File: src/rtl/seg_display_if.sv
// Requester-side bundle for the seven-segment scheduler: request vector,
// the three 16-bit digit values, and the scheduled grant/value back out.
interface seg_display_if;
  logic [2:0]  req;
  logic [15:0] nums_a;
  logic [15:0] nums_b;
  logic [15:0] nums_c;
  logic [2:0]  grant;
  logic [15:0] nums;
  logic        busy;

  modport master (output req, nums_a, nums_b, nums_c,
                  input  grant, nums, busy);
  modport slave  (input  req, nums_a, nums_b, nums_c,
                  output grant, nums, busy);
endinterface

File: src/rtl/seg_display_scheduler.sv
// Round-robin time-sharing of the 4-digit display among three requesters,
// with a minimum hold per owner and a dash-pattern gap between owners.
module seg_display_scheduler #(
  parameter int          HOLD_CYCLES  = 100000000,
  parameter int          BLANK_CYCLES = 10000000,
  parameter logic [15:0] IDLE_PATTERN = 16'hFFFF,
  parameter int          CNT_W        = 27
) (
  input logic        clk,
  input logic        rst,
  seg_display_if.slave bus
);

  typedef enum logic [1:0] {IDLE = 2'd0, SHOW = 2'd1, BLANK = 2'd2} state_t;

  localparam logic [CNT_W-1:0] HOLD_MAX  = CNT_W'(HOLD_CYCLES - 1);
  localparam logic [CNT_W-1:0] BLANK_MAX = CNT_W'(BLANK_CYCLES - 1);

  state_t           state;
  logic [CNT_W-1:0] cnt;
  logic [1:0]       last;
  logic [2:0]       grant;
  logic [15:0]      nums;
  logic             busy;

  logic [1:0] p1, p2, win_idx;
  logic       win_found;

  function automatic logic [15:0] pick(input logic [1:0] idx,
                                       input logic [15:0] a,
                                       input logic [15:0] b,
                                       input logic [15:0] c);
    case (idx)
      2'd0:    pick = a;
      2'd1:    pick = b;
      default: pick = c;
    endcase
  endfunction

  // Priority order last+1, last+2, last (mod 3)
  always_comb begin
    p1        = (last >= 2'd2) ? 2'd0 : last + 2'd1;
    p2        = (p1   == 2'd2) ? 2'd0 : p1 + 2'd1;
    win_found = 1'b1;
    win_idx   = last;
    if (bus.req[p1])        win_idx = p1;
    else if (bus.req[p2])   win_idx = p2;
    else if (bus.req[last]) win_idx = last;
    else                    win_found = 1'b0;
  end

  always_ff @(posedge clk) begin
    if (rst) begin
      state <= IDLE;
      grant <= 3'b000;
      nums  <= IDLE_PATTERN;
      busy  <= 1'b0;
      cnt   <= '0;
      last  <= 2'd2;
    end else begin
      case (state)
        IDLE: begin
          cnt <= '0;
          if (win_found) begin
            state <= SHOW;
            grant <= 3'b001 << win_idx;
            nums  <= pick(win_idx, bus.nums_a, bus.nums_b, bus.nums_c);
            last  <= win_idx;
            busy  <= 1'b1;
          end else begin
            grant <= 3'b000;
            nums  <= IDLE_PATTERN;
            busy  <= 1'b0;
          end
        end
        SHOW: begin
          // Owner drop wins over everything, including a pending rival.
          if ((bus.req & grant) == 3'b000 ||
              (cnt == HOLD_MAX && (bus.req & ~grant) != 3'b000)) begin
            state <= BLANK;
            grant <= 3'b000;
            nums  <= IDLE_PATTERN;
            cnt   <= '0;
          end else begin
            nums <= pick(last, bus.nums_a, bus.nums_b, bus.nums_c);
            if (cnt != HOLD_MAX) cnt <= cnt + CNT_W'(1);
          end
        end
        BLANK: begin
          if (cnt == BLANK_MAX) begin
            cnt <= '0;
            if (win_found) begin
              state <= SHOW;
              grant <= 3'b001 << win_idx;
              nums  <= pick(win_idx, bus.nums_a, bus.nums_b, bus.nums_c);
              last  <= win_idx;
            end else begin
              state <= IDLE;
              busy  <= 1'b0;
            end
          end else begin
            cnt <= cnt + CNT_W'(1);
          end
        end
        default: begin
          state <= IDLE;
          grant <= 3'b000;
          nums  <= IDLE_PATTERN;
          busy  <= 1'b0;
          cnt   <= '0;
        end
      endcase
    end
  end

  assign bus.grant = grant;
  assign bus.nums  = nums;
  assign bus.busy  = busy;

endmodule

File: src/flat_wrapper.sv
// flat-port wrapper written by rule: the top's interface ports become plain ports
module seg_display_scheduler_flat 
#(
  parameter int          HOLD_CYCLES  = 100000000,
  parameter int          BLANK_CYCLES = 10000000,
  parameter logic [15:0] IDLE_PATTERN = 16'hFFFF,
  parameter int          CNT_W        = 27
)
  (clk, rst, bus_req, bus_nums_a, bus_nums_b, bus_nums_c, bus_grant, bus_nums, bus_busy);
  seg_display_if bus_i ();
  input logic clk;
  input logic rst;
  input wire logic [$bits(bus_i.req)-1:0] bus_req;
  input wire logic [$bits(bus_i.nums_a)-1:0] bus_nums_a;
  input wire logic [$bits(bus_i.nums_b)-1:0] bus_nums_b;
  input wire logic [$bits(bus_i.nums_c)-1:0] bus_nums_c;
  output wire logic [$bits(bus_i.grant)-1:0] bus_grant;
  output wire logic [$bits(bus_i.nums)-1:0] bus_nums;
  output wire logic [$bits(bus_i.busy)-1:0] bus_busy;
  assign bus_i.req = bus_req;
  assign bus_i.nums_a = bus_nums_a;
  assign bus_i.nums_b = bus_nums_b;
  assign bus_i.nums_c = bus_nums_c;
  assign bus_grant = bus_i.grant;
  assign bus_nums = bus_i.nums;
  assign bus_busy = bus_i.busy;
  seg_display_scheduler #(.HOLD_CYCLES(HOLD_CYCLES), .BLANK_CYCLES(BLANK_CYCLES), .IDLE_PATTERN(IDLE_PATTERN), .CNT_W(CNT_W)) u_core (.clk(clk), .rst(rst), .bus(bus_i));
endmodule
File: config.mk
export PLATFORM = sky130hd
export DESIGN_NAME = seg_display_scheduler_flat
export DESIGN_NICKNAME = d
export VERILOG_FILES = /design/src/rtl/seg_display_if.sv /design/src/rtl/seg_display_scheduler.sv /design/src/flat_wrapper.sv
export SDC_FILE = /design/constraint.sdc
export NUM_CORES = 1
export LEC_CHECK = 0
export CAP_MARGIN = 20
export CORE_UTILIZATION = 47
export DETAILED_ROUTE_END_ITERATION = 8
export GPL_TIMING_DRIVEN = 0
export PLACE_DENSITY = 0.87
export SLEW_MARGIN = 20
export SYNTH_ARGS = -nofsm -noshare
export SYNTH_HDL_FRONTEND = slang
export SYNTH_SLANG_ARGS = --single-unit
File: constraint.sdc
create_clock -name clk -period 1.85 [get_ports clk]
set_input_delay 0.185 -clock clk [delete_from_list [all_inputs] [get_ports clk]]
set_output_delay 0.185 -clock clk [all_outputs]
set_load 0.01 [all_outputs]
# After elaboration in Yosys (flattened, before gate mapping)
# Index checks and enable logic that the tools add are counted.
[totals] regBits=51 input_bits=53 output_inout_bits=20 word_cells=86
[op_classes] add_sub_neg=3 order_cmp=4 eq_ne=14 shift=1 mux=41 bitwise_logic=4 n_reduce_logical=13
[ops] operator="27-bit two-way mux" count=3
[ops] operator="16-bit two-way mux" count=4
[ops] operator="16-bit case mux with 2 select lines" count=2
[ops] operator="27-bit case mux with 2 select lines" count=1
[ops] operator="16-bit case mux with 3 select lines" count=1
[ops] operator="27-bit by 1-bit adder with 27-bit output (second input constant)" count=1
[ops] operator="27-bit by 24-bit == test with 1-bit output (second input constant)" count=1
[ops] operator="27-bit == test (second input constant)" count=1
[ops] operator="27-bit inequality test (second input constant)" count=1
[ops] operator="2-bit two-way mux" count=9
[ops] operator="3-bit two-way mux" count=4
[ops] operator="1-bit two-way mux" count=10
[ops] operator="2-bit by 3-bit < comparator with 1-bit output (second input constant)" count=3
[ops] operator="3-bit case mux with 3 select lines" count=1
[ops] operator="3-bit AND reduction" count=3
[ops] operator="2-bit by 1-bit inequality test with 1-bit output (second input constant)" count=4
[ops] operator="3-bit bitwise AND" count=2
[ops] operator="1-bit binary-select mux with 2-bit select" count=3
[ops] operator="2-bit by 1-bit == test with 1-bit output (second input constant)" count=3
[ops] operator="2-bit zero test" count=3
[ops] operator="2-bit case mux with 3 select lines" count=1
[ops] operator="2-bit by 1-bit adder with 2-bit output (second input constant)" count=2
[ops] operator="2-bit == test (second input constant)" count=2
[ops] operator="2-bit case mux with 2 select lines" count=1
[ops] operator="other kinds (13)" count=14

# Depth between registers and ports, before layout
# Gate-level depths: netlist of the first run.
[logic_depth] depth_word=13 mapped_depth=9 mapped_depth_nobuf=7

# Least setup slack after synthesis of the first run
# OpenSTA, ideal clock, no wires.
[synth_timing] path_kind="reg-to-reg" from="register u_core.cnt[8]" to="register u_core.grant[1], in the netlist u_core.bus.grant[1]" setup_ps=123 t_arrival_ps=1908 t_required_ps=1727 setup_slack_ps=-181 path_stages_with_launch=7 n_path_buf=0 synth_period_minus_slack_ps=2031 cell_sequence="dfxtp_1 > nor4b_4 > nand4b_4 > o31ai_4 > nand2_1 > nor2_1 > mux2_1"
[synth_via] elab_chain_len=5 elab_cells_between_ends=7 cone_classes="eq/ne (4); reduce/logical (3)"
[synth_rtl] element="start, declared" line="seg_display_scheduler.sv:20" text="logic [CNT_W-1:0] cnt;"
[synth_rtl] element="start signal, assigned" line="seg_display_scheduler.sv:86" text="if (cnt != HOLD_MAX) cnt <= cnt + CNT_W'(1);"
[synth_rtl] element="start signal, assigned" line="seg_display_scheduler.sv:102" text="cnt <= cnt + CNT_W'(1);"
[synth_rtl] element="27-bit == test" line="seg_display_scheduler.sv:79" text="(cnt == HOLD_MAX && (bus.req & ~grant) != 3'b000)) begin"
[synth_rtl] element="1-bit logical AND" line="seg_display_scheduler.sv:79"
[synth_rtl] element="1-bit logical OR" line="seg_display_scheduler.sv:78" text="if ((bus.req & grant) == 3'b000 ||"
[synth_rtl] element="2-bit by 1-bit inequality test with 1-bit output (no source line)"
[synth_rtl] element="3-bit AND reduction (no source line) *"
[synth_rtl] element="end signal, assigned" line="seg_display_scheduler.sv:66" text="grant <= 3'b001 << win_idx;"
[synth_rtl] element="end signal, assigned" line="seg_display_scheduler.sv:94" text="grant <= 3'b001 << win_idx;"
[synth_rtl] element="end, declared" line="seg_display_scheduler.sv:22" text="logic [2:0] grant;"
# Every way passes the cells marked *; elsewhere a longest branch is shown, timed or not.
# A chain may end at the register's enable or synchronous reset.

# Final worst setup path of the first run
[layout_timing] from="register u_core.last[0]" to="register u_core.nums[3], in the netlist u_core.bus.nums[3]"
[layout_via] elab_chain_len=13 elab_cells_between_ends=30 cone_classes="add/sub (2); order compare (1); eq/ne (4); mux (20); reduce/logical (3)"
[layout_rtl] element="start, declared" line="seg_display_scheduler.sv:21" text="logic [1:0] last;"
[layout_rtl] element="start signal, assigned" line="seg_display_scheduler.sv:68" text="last <= win_idx;"
[layout_rtl] element="start signal, assigned" line="seg_display_scheduler.sv:96" text="last <= win_idx;"
[layout_rtl] element="2-bit by 1-bit adder with 2-bit output or 2-bit greater-or-equal comparator (tied branches)" line="seg_display_scheduler.sv:42" text="p1 = (last >= 2'd2) ? 2'd0 : last + 2'd1;"
[layout_rtl] element="2-bit two-way mux" line="seg_display_scheduler.sv:42"
[layout_rtl] element="2-bit by 1-bit adder with 2-bit output or 2-bit == test (tied branches)" line="seg_display_scheduler.sv:43" text="p2 = (p1 == 2'd2) ? 2'd0 : p1 + 2'd1;"
[layout_rtl] element="2-bit two-way mux" line="seg_display_scheduler.sv:43"
[layout_rtl] element="1-bit binary-select mux with 2-bit select" line="seg_display_scheduler.sv:47" text="else if (bus.req[p2]) win_idx = p2;"
[layout_rtl] element="1-bit two-way mux (implied by the code)" line="seg_display_scheduler.sv:47"
[layout_rtl] element="2-bit two-way mux" line="seg_display_scheduler.sv:47"
[layout_rtl] element="2-bit two-way mux" line="seg_display_scheduler.sv:46" text="if (bus.req[p1]) win_idx = p1;"
[layout_rtl] element="2-bit by 1-bit == test with 1-bit output or 2-bit zero test (tied branches)" line="seg_display_scheduler.sv:33" text="case (idx)"
[layout_rtl] element="16-bit case mux with 2 select lines" line="seg_display_scheduler.sv:33"
[layout_rtl] element="16-bit two-way mux" line="seg_display_scheduler.sv:92" text="if (win_found) begin"
[layout_rtl] element="16-bit two-way mux" line="seg_display_scheduler.sv:90" text="if (cnt == BLANK_MAX) begin"
[layout_rtl] element="16-bit case mux with 3 select lines" line="seg_display_scheduler.sv:61" text="case (state)"
[layout_rtl] element="end signal, assigned" line="seg_display_scheduler.sv:67" text="nums <= pick(win_idx, bus.nums_a, bus.nums_b, bus.nums_c);"
[layout_rtl] element="end signal, assigned" line="seg_display_scheduler.sv:85" text="nums <= pick(last, bus.nums_a, bus.nums_b, bus.nums_c);"
[layout_rtl] element="end signal, assigned" line="seg_display_scheduler.sv:95" text="nums <= pick(win_idx, bus.nums_a, bus.nums_b, bus.nums_c);"
[layout_rtl] element="end, declared" line="seg_display_scheduler.sv:23" text="logic [15:0] nums;"
# Parallel ways exist; a longest one is shown, timed or not. The select of a mux whose other input is x is not followed.

==> results of run 1 <==
-- area by class of cell --
| cell class | instances | area (µm²) | share of cell area (%) |
|---|---|---|---|
| multi-input cells | 311 | 2541 | 51.26 |
| flip-flops and latches | 51 | 1056 | 21.30 |
| repair buffers | 102 | 1011 | 20.39 |
| well taps | 96 | 120.1 | 2.423 |
| plain buffers | 18 | 113.9 | 2.297 |
| clock buffers | 6 | 72.57 | 1.464 |
| inverters | 7 | 26.28 | 0.5300 |
| clock inverters | 2 | 16.27 | 0.3281 |
-- synthesized netlist by cell type, types with 2 or more instances --
library cell / n / share of area (%)
o2111ai_1: 2 / 0.51
clkbuf_1: 15 / 1.6
and4_1: 3 / 0.76
nor4b_1: 3 / 0.76
o21ai_0: 7 / 1.0
o22a_1: 15 / 3.8
nor4bb_1: 3 / 0.87
buf_2: 2 / 0.29
nor2b_1: 3 / 0.54
a21oi_1: 11 / 1.6
or2_2: 3 / 0.54
nor4_1: 2 / 0.36
or4_1: 2 / 0.43
xnor2_1: 8 / 2.0
a22oi_1: 2 / 0.43
dfxtp_1: 51 / 30
nand3_1: 10 / 1.4
buf_6: 2 / 0.65
nand2_1: 43 / 4.7
xor2_1: 13 / 3.3
and2_1: 2 / 0.36
inv_1: 7 / 0.76
mux2i_1: 21 / 6.1
o221ai_1: 16 / 4.1
ha_1: 5 / 1.8
nor3_1: 4 / 0.58
nand4_1: 8 / 1.4
nor2_1: 38 / 4.1
a21boi_0: 12 / 2.6
nand2b_1: 5 / 0.91
buf_1: 2 / 0.22
a22o_1: 2 / 0.51
mux2_2: 32 / 10
or3_1: 4 / 0.72
a21boi_1: 4 / 0.87
a311oi_1: 3 / 0.76
-- final timing paths --
check | start | to | slack, ns | cells past startpoint
setup / recovery | u_core.last[0] | u_core.bus.nums[3] | -0.43 | 6
hold / removal | u_core.bus.nums[7] | u_core.bus.nums[7] | 0.49 | 1
setup reg to reg | u_core.last[0] | u_core.bus.nums[3] | -0.43 | 6
hold reg to reg | u_core.bus.nums[7] | u_core.bus.nums[7] | 0.49 | 1
-- through the flow --
stage / hold WS (ns) / util, % / TNS, ns
floorplan: 0.3591 / - / -1.863
finish: 0.4937 / 71.39 / -16.39
global placement: 0.4657 / 62.92 / -25.37
CTS: 0.4972 / 67.28 / -11.93
global route: 0.5103 / 71.39 / -20.20
detailed placement: 0.4735 / 62.92 / -26.44
-- cells by family (layout without fill, tap and decap cells) --
group / count (synthesis) / count (layout) / share of synthesized area [%]
buffers and inverters: 28 / 135 / 3.548
XOR/XNOR: 21 / 21 / 5.322
AO/OA/AOI/OAI: 88 / 88 / 20.82
flip-flops: 51 / 51 / 29.54
AND/OR/NAND/NOR: 143 / 143 / 22.12
multiplexers: 54 / 54 / 16.84
adder cells (fa/ha/maj): 5 / 5 / 1.810
-- flip-flops by register name, indices dropped and copies added (netlist names) --
register / cells
u_core.bus.busy: 1
u_core.state: 2
u_core.bus.nums: 16
u_core.bus.grant: 3
u_core.cnt: 27
u_core.last: 2
-- metal layers --
layer | global-route usage, % | routed length (µm) | up-vias
li1 | - | - | 1667
met1 | 34.32 | 4784 | 1838
met2 | 46.23 | 5780 | 294
met3 | 4.807 | 1087 | 96
met4 | 14.16 | 821 | 0
met5 | 0 | 0 | -
-- what timing repair did --
action / CTS / global route
setup buffers: 15 / 12
resized for setup: 36 / 62
setup endpoints to repair: 51 / 51
cloned: 1 / 2
hold buffers: 0 / 0
pin swaps: 21 / 23
hold endpoints to repair: 0 / 0
-- worst max-delay path: cells and delay by family (launching register included) --
kind / cells / cell delay (ns)
buffers and inverters: 2 / 0.82
multiplexers: 2 / 0.68
flip-flops: 1 / 0.41
AO/OA/AOI/OAI: 2 / 0.26
-- where the power goes --
part	leakage, nW	switching, mW	internal (mW)
combinational	1.30	1.63	1.65
sequential	0.427	0.180	1.34
clock	0.0418	0.426	0.273
total	1.77	2.24	3.27
==> flow_summary.toml, run 1 <==
[sta]
fmax_mhz = 438.2
final.setup.worst_slack_ns = -0.4319
slew_violations = 0
setup_viol = 51
skew_ns = 0.02183
hold_viol = 0
min_period_ns = 2.282
rsz0062_at_grt = "true"
slew_headroom_pct = 44.90
worstMarginPinSlew_ns = 0.8265
finalCritPeriodShare_pct = 123.3

[outcome]
violations = "negative setup slack"
outcome = "finished, violations left"

[floorplan]
chipHeight_um = 87.75
pin_count = 73
initial_core_util_pct = 49.77
fp.dieArea_um2 = 7700
num_rows = 30
die_x_um = 87.75
core_um2 = 6944

[pwr]
power_density_nw_per_um2 = 1111
p_leak_nw = 1.769
power_mw = 5.507
ir_drop_mv = 0.7661

[worst_setup_path]
crit_fanout = 10
start_kind = "register"
required_ns = 2.06
crit_type = "reg2reg"
crit_chain = "buf_2 -> clkbuf_1 -> mux2_2 -> mux2i_1 -> a21boi_1 -> o22a_1"
cp.arrival_ns = 2.50
max_stage_delay_ns = 0.53
crit_slowest_cell = "clkbuf_1"
endpoint_kind = "register"

[clock_tree]
cts_sinks = 51
h-tree-depth = 2
cts_tree = "done"
clk_pin_slew_worst_paths_ns = 0.10
clkLatencyLatePin_ns = 0.33
cts_max_path_buffers = 2
root_buffer = "clkbuf_8"
numCtsBuffers = 5

[placed_design]
finalWeightedCongestion = 0.8617
io_buffers = 72
pre_cts_ws_ns = -0.7274
dp_hpwl_um = 7080
dpl-instance-area_um2 = 4369
place_inst = 558

[cells_and_area]
num_antenna_cells = 0
final_common_cell = "clkdlybuf4s50_1"
n_fill_cell = 445
synthToLayoutAreaGrowth_pct = 43.45
final_cell_mix = "clkdlybuf4s50_1 (72), nand2_1 (41), dfxtp_1 (33), mux2_2 (32), nor2_1 (26)"
finalNetCount = 554
drive_gt1_share_pct = 30.38
stdcell_area_um2 = 4957
final_cell_count_no_fill = 593

[logic_synthesis]
synth_top_flop_cell = "dfxtp_1"
syn_nets = 448
synth.distinct_cells = 61
async_flop_share_pct = 0
netlist_instances = 390
syn_avg_cell_area_um2 = 8.861
synth-edff-count = 0
synth_area_um2 = 3456
ys.warnings.count = 0
synth-seq-area-share_pct = 29.54
synth_seq_cells = 51

[detailed_routing]
detail_route.wl_per_cell_um = 21.03
routed_wl_um = 12470
drc = 0
vias = 3895
drt-vias-per-instance = 6.568
first_pass_iters = 6
final_antenna_net_count = 0
first_iter_violations = 433

[grt]
grtUsageTotal_pct = 27.72
antenna_found_initial = 0
grt_pass1_vias = 3584
grt_start_max_net_pins = 17
grt_pass1_wl_um = 16680
gr-total-overflow = 0

[job]
maxCapViolCount = 0

[min_path]
hold_class = "reg2reg"
Note: power is estimated with default switching activity, not from simulation.
==> inputs of run 2 (changes only) <==
Settings changed: CORE_ASPECT_RATIO set to 1.25.
==> run 2 against run 1 <==
- the flow still finishes with violations (negative setup slack)
- design area down 3.2%
- global-route usage down 1.7 points
- clock power up 11%
- core utilization down 3.0 points
- critical path type unchanged
- largest power group unchanged
- highest routed layer unchanged
==> flow_summary.toml, run 2 (synthesized netlist as in run 1, its figures left out) <==
[min_path]
worst_hold_path.num_cells = 1
hold_class = "reg2reg"

[pwr]
pwr-share-seq_pct = 27.9
p_leak_nw = 1.713
clkPwrFrac_pct = 14.3
intPower_mw = 3.300
sw_frac_of_total_pct = 39.34
switchingPower_mw = 2.140
ir_drop_mv = 0.7634
p_comb_share_pct = 57.8
power_density_nw_per_um2 = 1134

[grt]
grt_pass1_wl_um = 16130
grt_start_max_net_pins = 18
grtUsageTotal_pct = 26.01
gr-total-overflow = 0
antenna_found_initial = 0
grt_pass1_vias = 3457

[placed_design]
place_inst = 552
finalWeightedCongestion = 0.8996
dp_hpwl_um = 6928
dpl-instance-area_um2 = 4362
io_buffers = 72

[cells_and_area]
final_core_util_pct = 68.34
num_antenna_cells = 0
drive_gt1_share_pct = 28.72
top_register = "u_core.cnt"
final_cell_count_no_fill = 574
top_regs = "u_core.cnt: 27 flops, u_core.bus.nums: 16 flops, u_core.bus.grant: 3 flops"
final_common_cell = "clkdlybuf4s50_1"
synthToLayoutAreaGrowth_pct = 38.81
finalNetCount = 541
stdcell_area_um2 = 4797
largest_reg_flops = 27
final_cell_mix = "clkdlybuf4s50_1 (72), dfxtp_1 (38), mux2_2 (32), nor2_1 (29), nand2_1 (29)"

[worst_setup_path]
crit_type = "reg2reg"
reg2regPathDepth = 7
start_kind = "register"
endpoint_kind = "register"
cp.arrival_ns = 2.36
crit_fanout = 7
required_ns = 2.05

[detailed_routing]
drt-vias-per-instance = 6.153
drc = 0
first_iter_violations = 167
detail_route.wl_per_cell_um = 17.99
final_antenna_net_count = 0
routed_wl_um = 10330
vias = 3532
first_pass_iters = 5

[clock_tree]
cts_tree = "done"
clk_pin_slew_worst_paths_ns = 0.11
cts_sinks = 51
numCtsBuffers = 5
root_buffer = "clkbuf_8"
hold_buffers = 0
cts_max_path_buffers = 2
clkLatencyLatePin_ns = 0.32
h-tree-depth = 2

[sta]
tns_ns = -12.60
skew_ns = 0.01372
slew_violations = 0
fmax_mhz = 464.4
rsz0062_at_grt = "true"
min_period_ns = 2.153
finalCritPeriodShare_pct = 116.4
hold_viol = 0
slew_headroom_pct = 50.78
worstMarginPinSlew_ns = 0.7383
final.setup.worst_slack_ns = -0.3032
setup_viol = 50

[job]
maxCapViolCount = 0

[floorplan]
pin_count = 73
initial_core_util_pct = 49.23
core_um2 = 7019
chipHeight_um = 97.87
num_rows = 34
die_x_um = 78.70
fp.dieArea_um2 = 7702

[outcome]
outcome = "finished, violations left"
violations = "negative setup slack"
-- run 2: power by group through the flow --
stage	registers [mW]	logic (mW)	clock network [mW]
2_1_floorplan	1.61	1.72	0
4_1_cts	1.51	3.01	0.781
3_5_place_dp	1.54	2.78	0
6_report	1.52	3.14	0.778
5_1_grt	1.55	3.35	0.827
3_3_place_gp	1.53	2.71	0
-- run 2: path summary, 6_finish.rpt --
path                                         start            endpoint  slack [ns]
worst min register to register  u_core.bus.nums[5]  u_core.bus.nums[5]        0.49
worst min-delay path            u_core.bus.nums[5]  u_core.bus.nums[5]        0.49
worst max-delay path                u_core.cnt[11]  u_core.bus.nums[2]       -0.30
worst max register to register      u_core.cnt[11]  u_core.bus.nums[2]       -0.30
-- run 2: routing by layer --
layer | vias up | track usage, % | wire length (µm)
met5 | - | 0 | 0
met1 | 1713 | 28.86 | 4008
li1 | 1639 | - | -
met3 | 24 | 4.953 | 615
met4 | 0 | 12.25 | 200
met2 | 156 | 46.82 | 5503
-- run 2: area by class of cell --
| class | count | area, µm² |
|---|---|---|
| multi-input combinational | 311 | 2529 |
| fill | 540 | 2222 |
| sequential | 51 | 1047 |
| timing repair buffer | 89 | 867.1 |
| tap | 90 | 112.6 |
| buffer | 18 | 105.1 |
| clock buffer | 6 | 93.84 |
| inverter | 7 | 26.28 |
| clock inverter | 2 | 16.27 |
-- run 2: timing repair --
item / 4_1_cts / 5_1_grt
setup buffers: 11 / 4
pin swaps: 33 / 14
cloned: 2 / 0
resized for setup: 42 / 41
setup endpoints to repair: 51 / 51
-- run 2: through the flow --
step                      power, mW  hold slack [ns]  worst slack (ns)
after floorplan               3.329           0.3591          -0.08533
final                         5.440           0.4906           -0.3032
after CTS                     5.307           0.4920           -0.3277
after detailed placement      4.310           0.4693           -0.7993
after global routing          5.726           0.5173           -0.3538
after global placement        4.239           0.4685           -0.7362
-- run 2: worst max-delay path: stages, from the launching register on --
cell and delay (ns):
dfxtp_4 0.37, nor4b_4 0.34, nand4b_4 0.28, o31a_1 0.35
nor3_4 0.28, buf_6 0.18, nand2_1 0.06, o22a_1 0.17
==> inputs of run 3 (changes only) <==
Settings changed: SETUP_SLACK_MARGIN set to 0.02.
==> run 3 against run 2 <==
- the run still ends with negative setup slack left
- worst hold slack gained 0.0045 ns
- sequential power is essentially flat
- die area is the same
- clock-buffer cell count shrank 1
- largest cell class unchanged
- largest power group unchanged
- highest routed layer unchanged
==> flow_summary.toml, run 3 (synthesized netlist as in run 1, its figures left out) <==
[worst_setup_path]
r2r-start = "u_core.cnt[8]"
start_kind = "register"
crit_slowest_cell = "o41ai_4"
reg2regPathDepth = 8
cp.arrival_ns = 2.44
worst_r2r_endpoint = "u_core.bus.nums[11]"
crit_chain = "nor4b_4 -> nand4b_4 -> buf_4 -> o41ai_4 -> a211oi_4 -> buf_6 -> a21boi_0 -> o22a_1"
endpoint_kind = "register"
reg2reg_slack_ns = -0.33
required_ns = 2.11
max_stage_delay_ns = 0.43
crit_type = "reg2reg"
crit_fanout = 10

[grt]
grt_start_max_net_pins = 16
grt_pass1_vias = 3612
antenna_found_initial = 0
grt_pass1_wl_um = 16530
gr-total-overflow = 0
grtUsageTotal_pct = 26.52

[outcome]
violations = "negative setup slack"
outcome = "finished, violations left"

[pwr]
power_mw = 5.323
p_leak_nw = 1.796
intPower_mw = 3.233
pwr-share-seq_pct = 28.6
power_density_nw_per_um2 = 1058
p_comb_share_pct = 59.0
ir_drop_mv = 0.7461
clkPwrFrac_pct = 12.4
switchingPower_mw = 2.090
sw_frac_of_total_pct = 39.27

[min_path]
hold_path.startpoint = "u_core.bus.nums[6]"
min_delay_worst_endpoint = "u_core.bus.nums[6]"
hold_class = "reg2reg"
worst_hold_path.num_cells = 1

[detailed_routing]
wl_met1_um = 4104
first_pass_iters = 4
wl_met3_um = 499
routed.top_layer = "met4"
final_antenna_net_count = 0
routed_wl_um = 10550
drc = 0
drt-vias-per-instance = 6.134
detail_route.wl_per_cell_um = 18.06
vias = 3582
first_iter_violations = 164
wl_met2_um = 5620

[sta]
final.setup.worst_slack_ns = -0.3284
skew_ns = 0.006315
worstMarginPinSlew_ns = 0.7183
finalCritPeriodShare_pct = 117.8
rsz0062_at_grt = "true"
fmax_mhz = 459.1
slew_violations = 0
slew_headroom_pct = 52.11
tns_ns = -11.79
min_period_ns = 2.178
hold_viol = 0
setup_viol = 50

[clock_tree]
h-tree-depth = 2
clk_pin_slew_worst_paths_ns = 0.10
clkLatencyLatePin_ns = 0.31
cts_max_path_buffers = 2
cts_sinks = 51
root_buffer = "clkbuf_8"
cts_tree = "done"
numCtsBuffers = 5

[cells_and_area]
top_regs = "u_core.cnt: 27 flops, u_core.bus.nums: 16 flops, u_core.bus.grant: 3 flops"
seqCellArea_um2 = 1060
finalNetCount = 551
multi_input_area_um2 = 2649
stdcell_area_um2 = 5030
synthToLayoutAreaGrowth_pct = 45.55
n_fill_cell = 504
largest_reg_flops = 27
drive_gt1_share_pct = 35.22
final_cell_count_no_fill = 584
final_common_cell = "clkdlybuf4s50_1"
top_register = "u_core.cnt"
num_antenna_cells = 0
final_cell_mix = "clkdlybuf4s50_1 (70), nand2_1 (39), mux2_2 (32), dfxtp_1 (32), mux2i_1 (21)"

[floorplan]
num_rows = 34
initial_core_util_pct = 49.23
core_um2 = 7019
chipHeight_um = 97.87
fp.dieArea_um2 = 7702
die_x_um = 78.70
pin_count = 73

[job]
maxCapViolCount = 0

[placed_design]
pre_cts_ws_ns = -0.7762
place_inst = 552
dpl-instance-area_um2 = 4368
finalWeightedCongestion = 0.8576
io_buffers = 72
dp_hpwl_um = 6953
-- run 3: changes by cell type in the layout (fill, tap and decap cells not counted), sizes merged --
cell	delta
buf	+9
clkinv	+3
clkdlybuf4s50	-2
dlymetal6s2s	+2
clkinvlp	-1
inv	-1
-- run 3: metrics by stage --
stage | hold slack [ns] | utilization (%)
after floorplan | 0.3591 | -
after global placement | 0.4661 | 62.23
after detailed placement | 0.4742 | 62.23
after CTS | 0.4973 | 68.15
after global routing | 0.5217 | 71.66
final | 0.4950 | 71.66
-- run 3: worst max path at each step --
stage / from / to / cells past startpoint
after global placement: bus_req[2] / u_core.bus.nums[10] / 6
after detailed placement: bus_req[2] / u_core.bus.nums[8] / 6
after global routing: u_core.cnt[24] / u_core.bus.nums[12] / 8
final: u_core.cnt[8] / u_core.bus.nums[11] / 8
after floorplan: u_core.cnt[8] / u_core.bus.nums[10] / 7
after CTS: u_core.cnt[17] / u_core.bus.nums[12] / 8
-- run 3: timing repair --
item / 4_1_cts / 5_1_grt
gates resized for setup: 64 / 64
buffers inserted: 15 / 10
pin swaps: 36 / 20
endpoints found under the setup margin: 51 / 51
hold buffers: 0 / 0
cloned: 2 / 0
-- run 3: worst max-delay path: cells and delay by family, from the launching register on --
kind                   cells  cell delay (ns)
buffers and inverters      2             0.36
AO/OA/AOI/OAI              4             0.83
flip-flops                 1             0.38
AND/OR/NAND/NOR            2             0.53
-- run 3: metal layers --
metal / up-vias / GRT usage, %
li1: 1664 / -
met1: 1754 / 28.19
met2: 133 / 49.30
met3: 31 / 4.860
met4: 0 / 12.54
met5: - / 0
-- run 3: layout make-up --
cell class	instances	share of cell area, %
plain buffers	18	2.463
well taps	90	2.239
repair buffers	99	19.38
clock buffers	5	1.368
clock inverters	3	0.2985
multi-input cells	311	52.66
inverters	7	0.5224
flip-flops and latches	51	21.07
-- run 3: power by group through the flow --
stage	Clock [mW]	Combinational, mW	Sequential (mW)
6_report	0.659	3.14	1.52
5_1_grt	0.704	3.36	1.54
4_1_cts	0.654	2.96	1.52
3_3_place_gp	0	2.71	1.52
2_1_floorplan	0	1.72	1.61
3_5_place_dp	0	2.76	1.54
